## config.mk

```make
export PLATFORM = sky130hd
export DESIGN_NAME = clk_div_multi
export DESIGN_NICKNAME = d
export VERILOG_FILES = /design/src/rtl/clk_div_pkg.sv /design/src/rtl/clk_div_chan.sv /design/src/rtl/clk_div_multi.sv
export SDC_FILE = /design/constraint.sdc
export NUM_CORES = 1
export LEC_CHECK = 0
export ABC_CLOCK_PERIOD_IN_PS = 12300
export CAP_MARGIN = 20
export CORE_UTILIZATION = 65
export CTS_CLUSTER_SIZE = 12
export DETAILED_ROUTE_END_ITERATION = 12
export PLACE_DENSITY_LB_ADDON = 0.2
export SYNTH_ARGS = -nofsm -noshare
export SYNTH_HDL_FRONTEND = slang
export SYNTH_SLANG_ARGS = --single-unit
export TNS_END_PERCENT = 5
```

## constraint.sdc

```tcl
create_clock -name clk -period 12.3 [get_ports clk]
set_clock_uncertainty 0.15 [all_clocks]
set_input_delay 1.23 -clock clk [delete_from_list [all_inputs] [get_ports clk]]
set_output_delay 1.23 -clock clk [all_outputs]
set_load 0.005 [all_outputs]
```

## src/rtl/clk_div_pkg.sv

```systemverilog
// ---------------------------------------------------------------------------
// clk_div_pkg
// Shared constants for the multi-channel clock divider.
//   W_DEF       : default divisor / counter width
//   DIV_RST_DEF : default divisor loaded into every channel at reset
//   NCH_MAX     : largest supported number of channels
// ---------------------------------------------------------------------------
package clk_div_pkg;

    localparam int W_DEF       = 27;
    localparam int DIV_RST_DEF = 100000000;
    localparam int NCH_MAX     = 8;

endpackage : clk_div_pkg

```

## src/rtl/clk_div_chan.sv

```systemverilog
// ---------------------------------------------------------------------------
// clk_div_chan
// One divider channel.  Counts enabled cycles up to the effective divisor,
// toggles clkout and pulses tick at each terminal count.  A divisor loaded
// mid half-period is parked in a shadow register and applied at the next
// terminal count, so a half-period is never cut short.
//
// Ports
//   clk    in   system clock, all state changes on posedge
//   rst    in   asynchronous active-low reset
//   en     in   count enable
//   sync   in   phase restart (cnt, clkout, tick forced to 0)
//   ld     in   one-cycle divisor load strobe
//   div_i  in   divisor value sampled when ld=1
//   clkout out  divided clock (registered data signal)
//   tick   out  one-cycle pulse coincident with each clkout toggle
//   pend   out  a shadow divisor is waiting to be applied
// ---------------------------------------------------------------------------
module clk_div_chan
    import clk_div_pkg::*;
#(
    parameter int W       = W_DEF,
    parameter int DIV_RST = DIV_RST_DEF
) (
    input  logic         clk,
    input  logic         rst,
    input  logic         en,
    input  logic         sync,
    input  logic         ld,
    input  logic [W-1:0] div_i,
    output logic         clkout,
    output logic         tick,
    output logic         pend
);

    localparam logic [W-1:0] DIV_RST_W = W'(DIV_RST);
    localparam logic [W-1:0] ONE       = W'(1);

    logic [W-1:0] cnt;   // enabled cycles since last terminal count
    logic [W-1:0] d;     // active divisor
    logic [W-1:0] s;     // shadow divisor
    logic [W-1:0] deff;  // divisor actually used (0 behaves as 1)
    logic         term;  // terminal count this cycle
    logic         apply_now;

    assign deff = (d == '0) ? ONE : d;

    // ">=" rather than "==": a smaller divisor applied while the channel is
    // stopped must not let cnt run past the new terminal value and wrap.
    assign term = en && !sync && (cnt >= (deff - ONE));

    // A stopped channel or a channel at its terminal count has no
    // half-period in progress, so a new divisor can take effect directly.
    assign apply_now = term || !en;

    always_ff @(posedge clk or negedge rst) begin
        if (!rst) begin
            cnt    <= '0;
            d      <= DIV_RST_W;
            s      <= DIV_RST_W;
            clkout <= 1'b0;
            tick   <= 1'b0;
            pend   <= 1'b0;
        end else begin
            // Divisor handling: a fresh ld always wins over a pending shadow.
            if (ld) begin
                s <= div_i;
                if (apply_now) begin
                    d    <= div_i;
                    pend <= 1'b0;
                end else begin
                    pend <= 1'b1;
                end
            end else if (pend && (apply_now || sync)) begin
                d    <= s;
                pend <= 1'b0;
            end

            // Counter and outputs.
            if (sync) begin
                cnt    <= '0;
                clkout <= 1'b0;
                tick   <= 1'b0;
            end else if (!en) begin
                tick <= 1'b0;
            end else if (term) begin
                cnt    <= '0;
                clkout <= ~clkout;
                tick   <= 1'b1;
            end else begin
                cnt  <= cnt + ONE;
                tick <= 1'b0;
            end
        end
    end

endmodule : clk_div_chan

```

## src/rtl/clk_div_multi.sv

```systemverilog
// ---------------------------------------------------------------------------
// clk_div_multi
// NCH independent clock-divider channels sharing clk, rst, sync and div_i.
// clkout is a plain registered data output; nothing inside this block is
// clocked by it.
//
// Ports
//   clk    in   system clock
//   rst    in   asynchronous active-low reset
//   en     in   [NCH] per-channel count enable
//   sync   in   global phase restart for all channels
//   ld     in   [NCH] per-channel divisor load strobe
//   div_i  in   [W]   shared divisor bus
//   clkout out  [NCH] divided clocks
//   tick   out  [NCH] one-cycle pulse at each clkout toggle
//   pend   out  [NCH] loaded divisor waiting for the next terminal count
// ---------------------------------------------------------------------------
module clk_div_multi
    import clk_div_pkg::*;
#(
    parameter int NCH     = 2,
    parameter int W       = W_DEF,
    parameter int DIV_RST = DIV_RST_DEF
) (
    input  logic           clk,
    input  logic           rst,
    input  logic [NCH-1:0] en,
    input  logic           sync,
    input  logic [NCH-1:0] ld,
    input  logic [W-1:0]   div_i,
    output logic [NCH-1:0] clkout,
    output logic [NCH-1:0] tick,
    output logic [NCH-1:0] pend
);

    for (genvar c = 0; c < NCH; c++) begin : g_chan
        clk_div_chan #(
            .W       (W),
            .DIV_RST (DIV_RST)
        ) u_chan (
            .clk    (clk),
            .rst    (rst),
            .en     (en[c]),
            .sync   (sync),
            .ld     (ld[c]),
            .div_i  (div_i),
            .clkout (clkout[c]),
            .tick   (tick[c]),
            .pend   (pend[c])
        );
    end

endmodule : clk_div_multi

```

Yosys cells after proc, flatten, opt, wreduce, memory -nomap -nowiden
Cells that the tools add are included.

word-level totals
  flip-flop bits (word level) = 168

operators by class
  mux-type cells = 32
  equality and inequality tests = 2
  bitwise gates (word level) = 2
  add/subtract/negate cells = 4
  order comparisons = 2
  reductions and logical operators = 25

operators by type and width
  kind                     count
  $mux W27                 14
  $add A27 B1 Y27 const B  2
  $ge A27 B27 Y1           2
  $logic_not A27 Y1        2
  $sub A27 B1 Y27 const B  2
  $mux W1                  18
  $reduce_bool A2 Y1       6
  $reduce_and A2 Y1        4
  $logic_and A1 B1 Y1      6
  $logic_or A1 B1 Y1       4
  $ne A2 B1 Y1 const B     2
  $logic_not A1 Y1         3
  $not A1 Y1               2

Depth between registers and ports, before layout
  word-level depth = 10
  mapped depth = 23
  gate-level depth less buffers = 21

By module
A second synthesis with hierarchy kept.

second synthesis, totals
  cells, all modules = 947
  area total of the unflattened synthesis = 10089.7 µm²

modules (own cells, without submodules)
  module                            times used  seq. area each (µm²)  cells each  area each (µm²)
  clk_div_chan at g_chan[0].u_chan  1           2132.0                469         5117.4
  clk_div_chan at g_chan[1].u_chan  1           2132.0                478         4972.3

Worst setup path after synthesis
Ideal clock, no wire load.

  path type = reg2reg
  from = register g_chan[1].u_chan.d[7]
  to = register g_chan[1].u_chan.d[10]
  buffers on the path = 1
  required time = 12025 ps
  library setup time = 125 ps
  period minus slack after synthesis = 5061 ps
  cell stages (with the launch flop) = 23
  arrival = 4786 ps
  setup slack = 7239 ps
  cells stage by stage = dfrtp_1 or4_4 nor4_4 nand2_1 nor4_1 a21oi_1 ha_1 nand2b_1 nor2_1 nand2_1 nor2_1 and2_1 nand2_1 xor2_1 ha_1 nand3_1 nor4_2 a211oi_1 o211ai_1 nor3_2 a311oi_4 buf_6 mux2_2

on the way
  word-level cells in the longest chain between the ends = 10

ends and longest elaborated chain
  item                                  line                RTL
  start: declaration                    clk_div_chan.sv:40  logic [W-1:0] d;
  start signal: assignment              clk_div_chan.sv:69  d <= div_i;
  start signal: assignment              clk_div_chan.sv:75  d <= s;
  $logic_not A27 Y1                     clk_div_chan.sv:46  assign deff = (d == '0) ? ONE : d;
  $mux W27 *                            clk_div_chan.sv:46
  $sub A27 B1 Y27 *                     clk_div_chan.sv:50  assign term = en && !sync && (cnt >= (deff - ONE));
  $ge A27 B27 Y1 *                      clk_div_chan.sv:50
  $logic_and A1 B1 Y1 *                 clk_div_chan.sv:50
  $logic_or A1 B1 Y1 *                  clk_div_chan.sv:54  assign apply_now = term || !en;
  $logic_or A1 B1 Y1                    clk_div_chan.sv:74  end else if (pend && (apply_now || sync)) begin
  $logic_and A1 B1 Y1                   clk_div_chan.sv:74
  $reduce_bool A2 Y1 (no source line)   n/a
  $reduce_and A2 Y1 (no source line) *  n/a

Mark *: on every way between the ends. The rest lies on a longest branch, timed or not.
A chain may end at the register's enable or synchronous reset.

Worst setup path in the final report
  from = register g_chan[0].u_chan.d[21]
  to = register g_chan[0].u_chan.d[3]

on the way
  word-level cells in the longest chain between the ends = 10

ends and longest elaborated chain
  item                                  line
  start: declaration                    clk_div_chan.sv:40
  start signal: assignment              clk_div_chan.sv:69
  start signal: assignment              clk_div_chan.sv:75
  $logic_not A27 Y1                     clk_div_chan.sv:46
  $mux W27 *                            clk_div_chan.sv:46
  $sub A27 B1 Y27 *                     clk_div_chan.sv:50
  $ge A27 B27 Y1 *                      clk_div_chan.sv:50
  $logic_and A1 B1 Y1 *                 clk_div_chan.sv:50
  $logic_or A1 B1 Y1 *                  clk_div_chan.sv:54
  $logic_or A1 B1 Y1                    clk_div_chan.sv:74
  $logic_and A1 B1 Y1                   clk_div_chan.sv:74
  $reduce_bool A2 Y1 (no source line)   n/a
  $reduce_and A2 Y1 (no source line) *  n/a

Marks and branches as above.

==> impl_results.md <==
* Largest net degree at the start of global routing at 87
* Worst skew pair latency at 0.44 ns
* Switching Power at roughly 410 uW
* Placed wire-length estimate at 14.9 mm
* Pre-Repair DR Iteration Count at 7
* Worst Hold Class: reg2reg
* Static leakage at ~4.4 nW
* Hold Vio Cnt, Final at 0
* Max-cap viol count at 0
* Worst-path fanout max at 27
* GRT Max-Usage Layer: met2
* Overflow after GRT at 0
* Top cells by count, synth: dfrtp_1 (120), mux2_2 (88), nand2_1 (66)
* Worst Setup End Kind: flip-flop
* Clock power frac at 0.370
* Max Freq at 167 MHz
* Most frequent cell after synthesis: dfrtp_1
* Pint at between 1 and 1.5 mW
* Standard-cell row count at 43
* Met1 Usage GRT at 0.416
* First-pass GRT wire length at around 35 mm
* DIE AREA at approximately 15,000 sq um
* Post-synth EDFFs at 0
* Flop and latch count out of synthesis at around 170
* Cells resized by post-CTS repair at 0
* Routed WL at ~22 mm
* Final nets at 1,008
* Post-CTS setup buffer count at 0
* Clk buf depth at 2
* Dominant synthesized flop cell: dfrtp_1
* Slew headroom at 0.459
* GRT Util Overall at 0.306
* Vias/cell at approximately 6.4
* Met2 GRT Util at 0.482
* Final setup vio count at 0
* # diodes at 0
* Sequential area share after synthesis at 0.447
* Die width at approximately 120 microns
* Sw Ratio at 0.275
* CTS H-tree lvls at 4
* Routing usage on met3 at 0.0743
* Clock Sinks at 168
* DRT iter0 DRCs at between 500 and 600
* Antenna viol nets, final at 0
* Syn nets at about 980
* CTS clock-pin slew for the worst setup and hold paths at 0.06 ns
* Final cell count without fillers at about 1,100
* # DRC at 0
* Top-area cell type share of the netlist area at 0.315
* Final worst-path cycle share at 0.488
* Top-Level Pins at 40
* DIE HEIGHT at 123 microns
* Vias in the first global route at ~7,000
* Largest area contributor in the netlist: dfrtp_1
* Synth Cell Area at around 9500 sq um
* Reg2reg setup slack at about 6.3 ns
* RePlAce Congestion at about 0.86
* Layout area overhead at 12.3%
* Starting density of the core at 0.676
* Slew Limit Fails at 0
* Logic pwr share at 0.166
* Mapped Cells at roughly 900
* Sequential Power Share at 0.464
* Synth warn at 0
* CP Class: reg2reg
* Status: finished, final reports clean
* Share of layout cells above drive strength 1 at 0.215
* Worst Path Arrival at 6.16 ns
* Min Hold Slack at 0.347 ns
* Top cells by area, synth: dfrtp_1 (31%), dfstp_2 (13%), mux2_2 (10%), ha_1 (7.6%), xnor2_1 (3.1%)
* Placed instance area at about 10,000 sq um
* RSZ-0062 raised after global routing: no
* Post-layout instance area at around 11,000 sq um
* Max IR drop VDD at approximately 0.16 mV
* Least-Margin Pin Slew at ~0.80 ns
* Critical path data required time at 12.46 ns
* Num CTS Buffers at 17
* Syn Area/Cell at between 10 and 15 sq um
* Critical path launch point type: flip-flop
* Post-Place Cells at between 1,000 and 1,500
* Post-CTS Hold Buffers at 0
* Core Area at around 14,000 sq um
* Pwr Density at 139 nW/um^2
* CTS tree: yes
* Final min period at approximately 6 ns
* Distinct cells, synth at 63
* WL/cell at slightly below 20 microns
* Antenna violations before repair at 0
* Via count at 7,153
* Clock root cell: clkbuf_16
* Setup TNS at 0 ns
* I/O Buffers at 39
* Post-synth ARST share at 1.00
[cells by family after synthesis]
group                      count (synthesis)  share of synthesized area
adders and majority gates                 58                     0.0761
xor gates and xnor gates                  50                     0.0459
and+or+nand+nor                          297                      0.164
muxes                                    120                      0.140
AOI/OAI and AO/OA                        140                      0.102
buffers and inverters                     50                     0.0255
DFF                                      168                      0.447
[per-stage QoR]
| step | power [mW] | utilization | worst slack, ns |
|---|---|---|---|
| after floorplan | 0.854 | - | 7.24 |
| after global placement | 0.916 | 0.711 | 6.55 |
| after detailed placement | 0.936 | 0.711 | 6.27 |
| after CTS | 1.49 | 0.756 | 6.22 |
| after global routing | 1.55 | 0.759 | 5.89 |
| final | 1.49 | 0.759 | 6.30 |
[power by group through the flow]
| stage | Clock, mW | Sequential, mW | Combinational, mW |
|---|---|---|---|
| after detailed placement | 0 | 0.696 | 0.240 |
| after floorplan | 0 | 0.678 | 0.177 |
| final | 0.551 | 0.691 | 0.248 |
| after global placement | 0 | 0.691 | 0.224 |
| after global routing | 0.580 | 0.699 | 0.274 |
| after CTS | 0.558 | 0.689 | 0.245 |
[critical path: stages, from the launching register on]
cell and delay [ns]:
dfstp_2 0.58, or4_1 0.15, or2_2 0.20, nor2_1 0.07, a21oi_1 0.29, ha_1 0.29, nand2b_1 0.15, nor4_1 0.64
nand2_1 0.25, nor2_1 0.20, nand2_1 0.13, nor4_1 0.29, xnor2_1 0.13, ha_1 0.32, o2111ai_1 0.21, nor3_1 0.32
a2bb2oi_1 0.14, o311ai_4 0.17, nor3_2 0.13, a311oi_4 0.26, buf_4 0.38, mux2_2 0.39
[routing by layer]
metal  vias to the layer above  part of all wire  wire length [microns]
li1                       3304                 -                      -
met1                      3572              0.45                   9660
met2                       233              0.47                  10200
met3                        44             0.058                   1250
met4                         0             0.022                    472
met5                         -                 0                      0
[cells in the final DEF (no fill, tap or decap), types with 21 or more instances in the layout]
cell type        synthesis  layout
nor2_1                  49      49
nor3_1                  22      22
nand3_1                 46      46
ha_1                    58      58
a21oi_1                 40      40
nor4_1                  21      21
nand2_1                 66      66
dfstp_2                 48      48
clkdlybuf4s50_1          0      38
o21ai_0                 33      33
dfrtp_1                120     120
mux2_2                  88      88
xnor2_1                 34      34
[sequential cells by signal (all words and copies together) (netlist names)]
register and flops:
g_chan.u_chan.clkout 2, g_chan.u_chan.cnt 54, g_chan.u_chan.d 54, g_chan.u_chan.pend 2, g_chan.u_chan.s 54, g_chan.u_chan.tick 2
[layout make-up]
cell class | instances | area (sq um)
multi-input cells | 665 | 5030
clock buffers | 27 | 587
fillers | 913 | 3390
clock inverters | 5 | 42.5
flip-flops and latches | 168 | 4260
repair buffers | 50 | 498
inverters | 14 | 52.6
well taps | 180 | 225
[final timing paths]
path                                             start                 endpoint  depth (start not counted)
worst min-delay path            g_chan[1].u_chan.s[25]   g_chan[1].u_chan.s[25]                          1
max in group asynchronous                          rst   g_chan[0].u_chan.d[26]                          3
min in group asynchronous                          rst  g_chan[0].u_chan.clkout                          1
worst max-delay path            g_chan[0].u_chan.d[21]    g_chan[0].u_chan.d[3]                         21
worst max register to register  g_chan[0].u_chan.d[21]    g_chan[0].u_chan.d[3]                         21
worst min register to register  g_chan[1].u_chan.s[25]   g_chan[1].u_chan.s[25]                          1
Power figures use the tool's default switching activity.
